**src/rtl/bcd_conv_sched_if.sv**
```systemverilog
// Request/grant/result bundle between the two display clients and the shared BCD engine.
// The master side is the requester pair; the slave side is the conversion engine.
interface bcd_conv_sched_if #(
    parameter int WIDTH = 12
);
    logic             req0;
    logic [WIDTH-1:0] bin0;
    logic             req1;
    logic [WIDTH-1:0] bin1;
    logic             gnt0;
    logic             gnt1;
    logic             busy;
    logic             done0;
    logic             done1;
    logic [3:0]       thousands;
    logic [3:0]       hundreds;
    logic [3:0]       tens;
    logic [3:0]       ones;

    modport master (
        output req0, bin0, req1, bin1,
        input  gnt0, gnt1, busy, done0, done1, thousands, hundreds, tens, ones
    );

    modport slave (
        input  req0, bin0, req1, bin1,
        output gnt0, gnt1, busy, done0, done1, thousands, hundreds, tens, ones
    );
endinterface

```
**src/rtl/bcd_conv_sched.sv**
```systemverilog
// Shared serial double-dabble binary-to-BCD engine with a two-port round-robin scheduler.
// state   | meaning
// S_IDLE  | arbitrate requests, latch winner's value
// S_SHIFT | one add-3/shift step per cycle, MSB first
// S_DONE  | publish digits and pulse the owner's done
module bcd_conv_sched #(
    parameter int WIDTH = 12
) (
    input  logic                 i_clk,
    input  logic                 i_rst,
    bcd_conv_sched_if.slave      bus
);
    localparam int CW = $clog2(WIDTH);

    typedef enum logic [1:0] {S_IDLE, S_SHIFT, S_DONE} state_t;

    state_t           r_state;
    state_t           w_state_nxt;
    logic [WIDTH-1:0] r_sr;
    logic [15:0]      r_bcd;
    logic [CW-1:0]    r_cnt;
    logic             r_owner;
    logic             r_last;
    logic             r_gnt0;
    logic             r_gnt1;
    logic             r_busy;
    logic             r_done0;
    logic             r_done1;
    logic [15:0]      r_dig;
    logic             w_take0;
    logic             w_take1;
    logic [15:0]      w_adj;

    always_ff @(posedge i_clk) begin
        if (i_rst) r_state <= S_IDLE;
        else       r_state <= w_state_nxt;
    end

    // Tie goes to whichever requester was not served last.
    always_comb begin
        w_state_nxt = r_state;
        w_take0     = 1'b0;
        w_take1     = 1'b0;
        case (r_state)
            S_IDLE: begin
                if (bus.req0 && (!bus.req1 || r_last)) w_take0 = 1'b1;
                else if (bus.req1)                     w_take1 = 1'b1;
                if (w_take0 || w_take1) w_state_nxt = S_SHIFT;
            end
            S_SHIFT: if (r_cnt == CW'(WIDTH - 1)) w_state_nxt = S_DONE;
            S_DONE:  w_state_nxt = S_IDLE;
            default: w_state_nxt = S_IDLE;
        endcase
    end

    always_comb begin
        w_adj = r_bcd;
        for (int d = 0; d < 4; d++) begin
            if (r_bcd[4*d +: 4] >= 4'd5) w_adj[4*d +: 4] = r_bcd[4*d +: 4] + 4'd3;
        end
    end

    always_ff @(posedge i_clk) begin
        if (i_rst) begin
            r_sr    <= '0;
            r_bcd   <= '0;
            r_cnt   <= '0;
            r_owner <= 1'b0;
            r_last  <= 1'b1;
            r_gnt0  <= 1'b0;
            r_gnt1  <= 1'b0;
            r_busy  <= 1'b0;
            r_done0 <= 1'b0;
            r_done1 <= 1'b0;
            r_dig   <= '0;
        end else begin
            r_gnt0  <= 1'b0;
            r_gnt1  <= 1'b0;
            r_done0 <= 1'b0;
            r_done1 <= 1'b0;
            case (r_state)
                S_IDLE: begin
                    r_busy <= w_take0 || w_take1;
                    if (w_take0 || w_take1) begin
                        r_sr    <= w_take1 ? bus.bin1 : bus.bin0;
                        r_bcd   <= '0;
                        r_cnt   <= '0;
                        r_owner <= w_take1;
                        r_last  <= w_take1;
                        r_gnt0  <= w_take0;
                        r_gnt1  <= w_take1;
                    end
                end
                S_SHIFT: begin
                    {r_bcd, r_sr} <= {w_adj, r_sr} << 1;
                    r_cnt         <= r_cnt + 1'b1;
                end
                S_DONE: begin
                    r_dig   <= r_bcd;
                    r_done0 <= !r_owner;
                    r_done1 <= r_owner;
                end
                default: ;
            endcase
        end
    end

    assign bus.gnt0  = r_gnt0;
    assign bus.gnt1  = r_gnt1;
    assign bus.busy  = r_busy;
    assign bus.done0 = r_done0;
    assign bus.done1 = r_done1;
    assign {bus.thousands, bus.hundreds, bus.tens, bus.ones} = r_dig;
endmodule

```
**src/flat_wrapper.sv**
```systemverilog
// flat-port wrapper written by rule: the top's interface ports become plain ports
module bcd_conv_sched_flat 
#(
    parameter int WIDTH = 12
)
  (i_clk, i_rst, bus_req0, bus_bin0, bus_req1, bus_bin1, bus_gnt0, bus_gnt1, bus_busy, bus_done0, bus_done1, bus_thousands, bus_hundreds, bus_tens, bus_ones);
  bcd_conv_sched_if #(.WIDTH(WIDTH)) bus_i ();
  input  logic i_clk;
  input  logic i_rst;
  input wire logic [$bits(bus_i.req0)-1:0] bus_req0;
  input wire logic [$bits(bus_i.bin0)-1:0] bus_bin0;
  input wire logic [$bits(bus_i.req1)-1:0] bus_req1;
  input wire logic [$bits(bus_i.bin1)-1:0] bus_bin1;
  output wire logic [$bits(bus_i.gnt0)-1:0] bus_gnt0;
  output wire logic [$bits(bus_i.gnt1)-1:0] bus_gnt1;
  output wire logic [$bits(bus_i.busy)-1:0] bus_busy;
  output wire logic [$bits(bus_i.done0)-1:0] bus_done0;
  output wire logic [$bits(bus_i.done1)-1:0] bus_done1;
  output wire logic [$bits(bus_i.thousands)-1:0] bus_thousands;
  output wire logic [$bits(bus_i.hundreds)-1:0] bus_hundreds;
  output wire logic [$bits(bus_i.tens)-1:0] bus_tens;
  output wire logic [$bits(bus_i.ones)-1:0] bus_ones;
  assign bus_i.req0 = bus_req0;
  assign bus_i.bin0 = bus_bin0;
  assign bus_i.req1 = bus_req1;
  assign bus_i.bin1 = bus_bin1;
  assign bus_gnt0 = bus_i.gnt0;
  assign bus_gnt1 = bus_i.gnt1;
  assign bus_busy = bus_i.busy;
  assign bus_done0 = bus_i.done0;
  assign bus_done1 = bus_i.done1;
  assign bus_thousands = bus_i.thousands;
  assign bus_hundreds = bus_i.hundreds;
  assign bus_tens = bus_i.tens;
  assign bus_ones = bus_i.ones;
  bcd_conv_sched #(.WIDTH(WIDTH)) u_core (.i_clk(i_clk), .i_rst(i_rst), .bus(bus_i));
endmodule
```
**config.mk**
```make
export PLATFORM = sky130hd
export DESIGN_NAME = bcd_conv_sched_flat
export DESIGN_NICKNAME = d
export VERILOG_FILES = /design/src/rtl/bcd_conv_sched_if.sv /design/src/rtl/bcd_conv_sched.sv /design/src/flat_wrapper.sv
export SDC_FILE = /design/constraint.sdc
export NUM_CORES = 1
export LEC_CHECK = 0
export ABC_CLOCK_PERIOD_IN_PS = 1300
export CORE_ASPECT_RATIO = 0.7
export CORE_MARGIN = 2
export CORE_UTILIZATION = 35
export DETAILED_ROUTE_END_ITERATION = 16
export GPL_TIMING_DRIVEN = 0
export SLEW_MARGIN = 20
export SYNTH_ARGS = -nofsm -noshare
export SYNTH_HDL_FRONTEND = slang
export SYNTH_SLANG_ARGS = --single-unit
```
**constraint.sdc**
```tcl
create_clock -name i_clk -period 1.3 [get_ports i_clk]
set_input_delay 0.26 -clock i_clk [delete_from_list [all_inputs] [get_ports i_clk]]
set_output_delay 0.26 -clock i_clk [all_outputs]
set_load 0.01 [all_outputs]
```
=== Word level (Yosys, flattened, before mapping) ===
Cells that the tools add are included.

* Bits in registers: 57
* Bits of input ports: 28

* Muxes and demuxes: 21
* Order comparisons: 4
* Reduce and logical (&&, ||, !) cells: 13
* Add/subtract/negate cells: 5
* Bitwise logic cells: 3
* Equal/unequal tests: 6

{| class="wikitable"
|+ Operators by type and width
! kind !! number
|-
| $pmux 16 s2 || 1
|-
| $mux 12 || 2
|-
| $pmux 12 s2 || 1
|-
| $ge 4x3->1 const B || 4
|-
| $mux 16 || 1
|-
| $mux 4 || 4
|-
| $add 4x2->4 const B || 3
|-
| $pmux 4 s2 || 1
|-
| $mux 1 || 7
|-
| $ne 2x1->1 const B || 3
|-
| $reduce_and 2->1 || 3
|-
| $add 4x1->4 const B || 1
|-
| $eq 4x4->1 const B || 1
|-
| $mux 2 || 2
|-
| $pmux 2 s2 || 1
|-
| $add 3x2->3 const B || 1
|-
| $logic_or 1x1->1 || 3
|-
| $mux 3 || 1
|-
| $not 1->1 || 3
|-
| $reduce_or 3->1 || 1
|-
| $eq 2x1->1 const B || 1
|-
| $eq 2x2->1 const B || 1
|-
| $logic_not 1->1 || 2
|-
| $logic_not 2->1 || 1
|-
| 3 further kinds || 3
|}

=== Logic depth before layout (Yosys ltp) ===
* Depth after elaboration: 9
* Mapped depth: 6

=== Least setup slack after synthesis ===
No wires, ideal clock.

* Path type: reg-to-reg
* Start: reg u_core.r_cnt[0]
* End: reg u_core.r_cnt[2]
* Arrival time: 1.257 ns
* Data required time: 1.205 ns
* Cell stages (with the launch flop): 5
* Slack: -0.053 ns
* Cell sequence: dfxtp_1 > ha_1 > inv_1 > or4_1 > a221oi_1

* Word-level cells in the longest chain between the ends: 2

{| class="wikitable"
|+ Ends and longest elaborated chain
! item !! line !! source
|-
| start: declaration || bcd_conv_sched.sv:21 || <nowiki>logic [CW-1:0] r_cnt;</nowiki>
|-
| start signal: assignment || bcd_conv_sched.sv:96 || <nowiki>r_cnt <= r_cnt + 1'b1;</nowiki>
|-
| $add 4x1->4 || bcd_conv_sched.sv:96 ||
|-
| $pmux 4 s2 || bcd_conv_sched.sv:81 || <nowiki>case (r_state)</nowiki>
|}

No other way between the ends.
A chain may end at the register's enable or synchronous reset.

=== Worst setup path in the final report ===
* Start: reg u_core.r_cnt[1]
* End: reg u_core.r_cnt[3]

The elaborated chain is that of the path after synthesis.

==> reports/qor.yml <==
layout:
  area_growth_pct: 47.04
  antenna_cells: 0
  drive_gt1_share_pct: 24.88
  final_core_util_pct: 53.72
  fin_nets: 454
  nFillCells: 705
power_and_ir_drop:
  power.density_mw_per_mm2: 1184
  ir_drop_mv: 0.6139
  total_power_mw: 5.073
  leakage_nw: 1.588
drt:
  drc_errors: 3
  drtAntennaViolNets: 0
  wl_per_cell_um: 17.02
  num_vias: 2969
  wirelength_mm: 8.901
  viasPerCell: 5.677
  drt-pass1-iter-count: 10
  drtIter0Drc: 178
setup_path:
  rr_startpoint: "u_core.r_cnt[1]"
  crit_start: "u_core.r_cnt[1]"
  r2r_cells: 3
  path_class: "flip-flop to flip-flop"
  startpoint_type: "flip-flop"
  cp.arrival_ns: 1.58
  rrSetupSlack_ns: -0.04
  r2r-end: "u_core.r_cnt[3]"
  critical_path_peak_fanout: 3
  cp_data_required_time_ns: 1.54
  worstSetupEndpoint: "u_core.r_cnt[3]"
  cp-end-kind: "flip-flop"
floorplanning:
  rows: 27
  dieWidth_um: 113.0
  coreArea_mm2: 0.007973
  die_area_mm2: 0.009080
  initial_core_util_pct: 36.53
  ioPinCount: 49
  die_h_um: 80.33
worst_hold_path:
  hold_class: "primary input to flip-flop"
logic_synthesis:
  async_flop_share_pct: 0
  synth_cell_types: 37
  syn_inst: 348
  synth_flop_cell: "dfxtp_1"
  yosysSeqAreaShare_pct: 39.18
  syn_nets: 385
  synth_seq_cells: 57
  synth_area_mm2: 0.002913
  synth-edff-count: 0
  avgSynthCellArea_um2: 8.370
  yosysWarnings: 0
clocking:
  cts.clk_slew.worst_paths_ns: 0.05
  cts_num_sinks: 57
  root_buffer: "clkbuf_16"
  cts_hold_buf: 0
  clock_path_buffers: 2
  cts_max_level: 3
  cts_tree: "done"
  cts_inserted_buffers: 9
  clock_latency_ns: 0.33
global_routing:
  grt-ovfl-total: 0
  track_usage_pct: 19.79
  grt_pass1_vias: 2754
  antenna_found_initial: 0
  grt_start_max_net_pins: 18
  grt_pass1_wl_mm: 14.06
status:
  status: "finished with violations"
  violations: "design-rule violations, negative setup slack"
timing:
  timing.fmax_ghz: 0.7463
  layout_setup_ws_ns: -0.04002
  setup_viol: 11
  slew_viol_final: 0
  fin_crit_sh_pct: 103.1
  slew_headroom_pct: 64.39
  finalCriticalPeriod_ns: 1.340
  worst_pin_slew_ns: 0.5342
  hold_viol: 0
  rsz0062_at_grt: "yes"
  worst_clock_skew_ns: 0.006666
place:
  hpwl_mm: 6.027
  gp_congestion: 0.8505
  dp_slack_ns: -0.5587
  io_buffers: 46
flow_run:
  drv_cap: 0
-- area by class of cell --
cell class	instances	area [um^2]	share of cell area (%)
plain buffers	31	242.7	5.668
clock buffers	10	239.0	5.580
clock inverters	6	105.1	2.454
inverters	18	67.56	1.578
multi-input cells	240	1750	40.87
flip-flops and latches	57	1177	27.49
well taps	101	126.4	2.951
repair buffers	60	574.3	13.41
-- logic make-up (layout without fill, tap and decap cells) --
group | Yosys count | in the layout | synth area share (%)
compound gates | 99 | 99 | 24.31
xor+xnor | 3 | 3 | 0.9022
fa+ha+maj | 9 | 9 | 3.866
buf+inv | 51 | 125 | 7.345
flops | 57 | 57 | 39.18
simple gates | 129 | 129 | 24.40
-- power breakdown --
group	switching, mW	internal, mW	total, mW
Combinational	0.248	0.248	0.496
Sequential	0.0500	1.79	1.84
Clock	0.822	1.91	2.73
Total	1.12	3.95	5.07
-- cell usage after synthesis, drive strengths merged, types with 11 or more instances --
| master | count | area (um^2) |
|---|---|---|
| clkbuf | 15 | 56.30 |
| inv | 18 | 67.56 |
| o221ai | 11 | 96.34 |
| a21oi | 24 | 120.1 |
| o211ai | 19 | 142.6 |
| nand2 | 43 | 161.4 |
| nand4 | 24 | 150.1 |
| buf | 18 | 90.09 |
| dfxtp | 57 | 1141 |
| a221oi | 13 | 113.9 |
| nor2b | 19 | 118.9 |
| and2 | 11 | 68.82 |
-- layer usage --
metal  track usage (%)  part of all wire (%)  vias to the layer above
met1             27.80                    49                     1437
li1                  -                     -                     1439
met4             4.756                  0.69                        0
met3             5.887                   6.0                        9
met2             29.70                    44                       84
met5                 0                     0                        -
-- critical path: stages, from the launching register on --
cell and delay [ns]:
dfxtp_4 0.37, nand3_2 0.10, or4_4 0.53, a221oi_2 0.25
-- per-stage QoR --
step	cell area, um^2	setup TNS, ns	hold slack [ns]	instances
after floorplan	2919	-0.01528	0.4161	348
after global placement	3506	-21.42	0.4412	495
after detailed placement	3506	-21.32	0.4478	495
after CTS	4133	-0.03216	0.2948	522
after global routing	4283	-1.310	0.3264	523
final	4283	-0.1988	0.3084	523
-- registers in the layout, summed over array words and instances, names as in the netlist --
name	cells
u_core.r_sr	12
u_core.bus.done1	1
u_core.r_dig	16
u_core.bus.done0	1
u_core.r_bcd	16
u_core.r_last	1
u_core.bus.gnt0	1
u_core.r_state	2
u_core.bus.busy	1
u_core.r_owner	1
u_core.bus.gnt1	1
u_core.r_cnt	4
-- worst min path at each step --
stage | from | to | slack (ns) | cells past startpoint
3_5_place_dp | u_core.r_dig[9] | u_core.r_dig[9] | 0.45 | 2
2_1_floorplan | u_core.r_owner | u_core.bus.done0 | 0.42 | 1
3_3_place_gp | u_core.r_owner | u_core.bus.done0 | 0.44 | 1
4_1_cts | bus_req1 | u_core.r_last | 0.29 | 3
6_report | bus_req1 | u_core.bus.gnt1 | 0.31 | 3
5_1_grt | bus_req1 | u_core.bus.gnt1 | 0.33 | 3
-- layout by cell type, fill, tap and decap left out, types with 4 or more instances in the layout --
| master | Yosys | routed |
|---|---|---|
| o21a_1 | 5 | 4 |
| nand2b_1 | 5 | 5 |
| o211ai_1 | 19 | 19 |
| nor2b_4 | 0 | 4 |
| nand2_1 | 43 | 43 |
| clkbuf_1 | 15 | 6 |
| clkbuf_2 | 0 | 4 |
| dfxtp_1 | 57 | 44 |
| clkdlybuf4s50_1 | 0 | 24 |
| o31ai_1 | 6 | 6 |
| clkbuf_16 | 0 | 9 |
| nand3_1 | 6 | 5 |
| nor2b_1 | 19 | 14 |
| a221oi_1 | 13 | 7 |
| o2111ai_1 | 8 | 6 |
| o21ai_0 | 8 | 6 |
| o221ai_1 | 11 | 10 |
| nand4_1 | 24 | 24 |
| buf_6 | 0 | 9 |
| a221oi_2 | 0 | 6 |
| inv_1 | 17 | 12 |
| and2_1 | 11 | 11 |
| dlygate4sd2_1 | 0 | 22 |
| dfxtp_4 | 0 | 8 |
| dfxtp_2 | 0 | 5 |
| a21oi_1 | 24 | 24 |
| inv_2 | 1 | 6 |
| buf_4 | 1 | 15 |
-- what timing repair did --
action | 4_1_cts | 5_1_grt
pin swaps | 6 | 3
setup endpoints to repair | 70 | 50
gates resized for setup | 88 | 44
buffers inserted | 13 | 1
endpoints found under the hold margin | 0 | 0
Note: power is estimated with default switching activity, not from simulation.
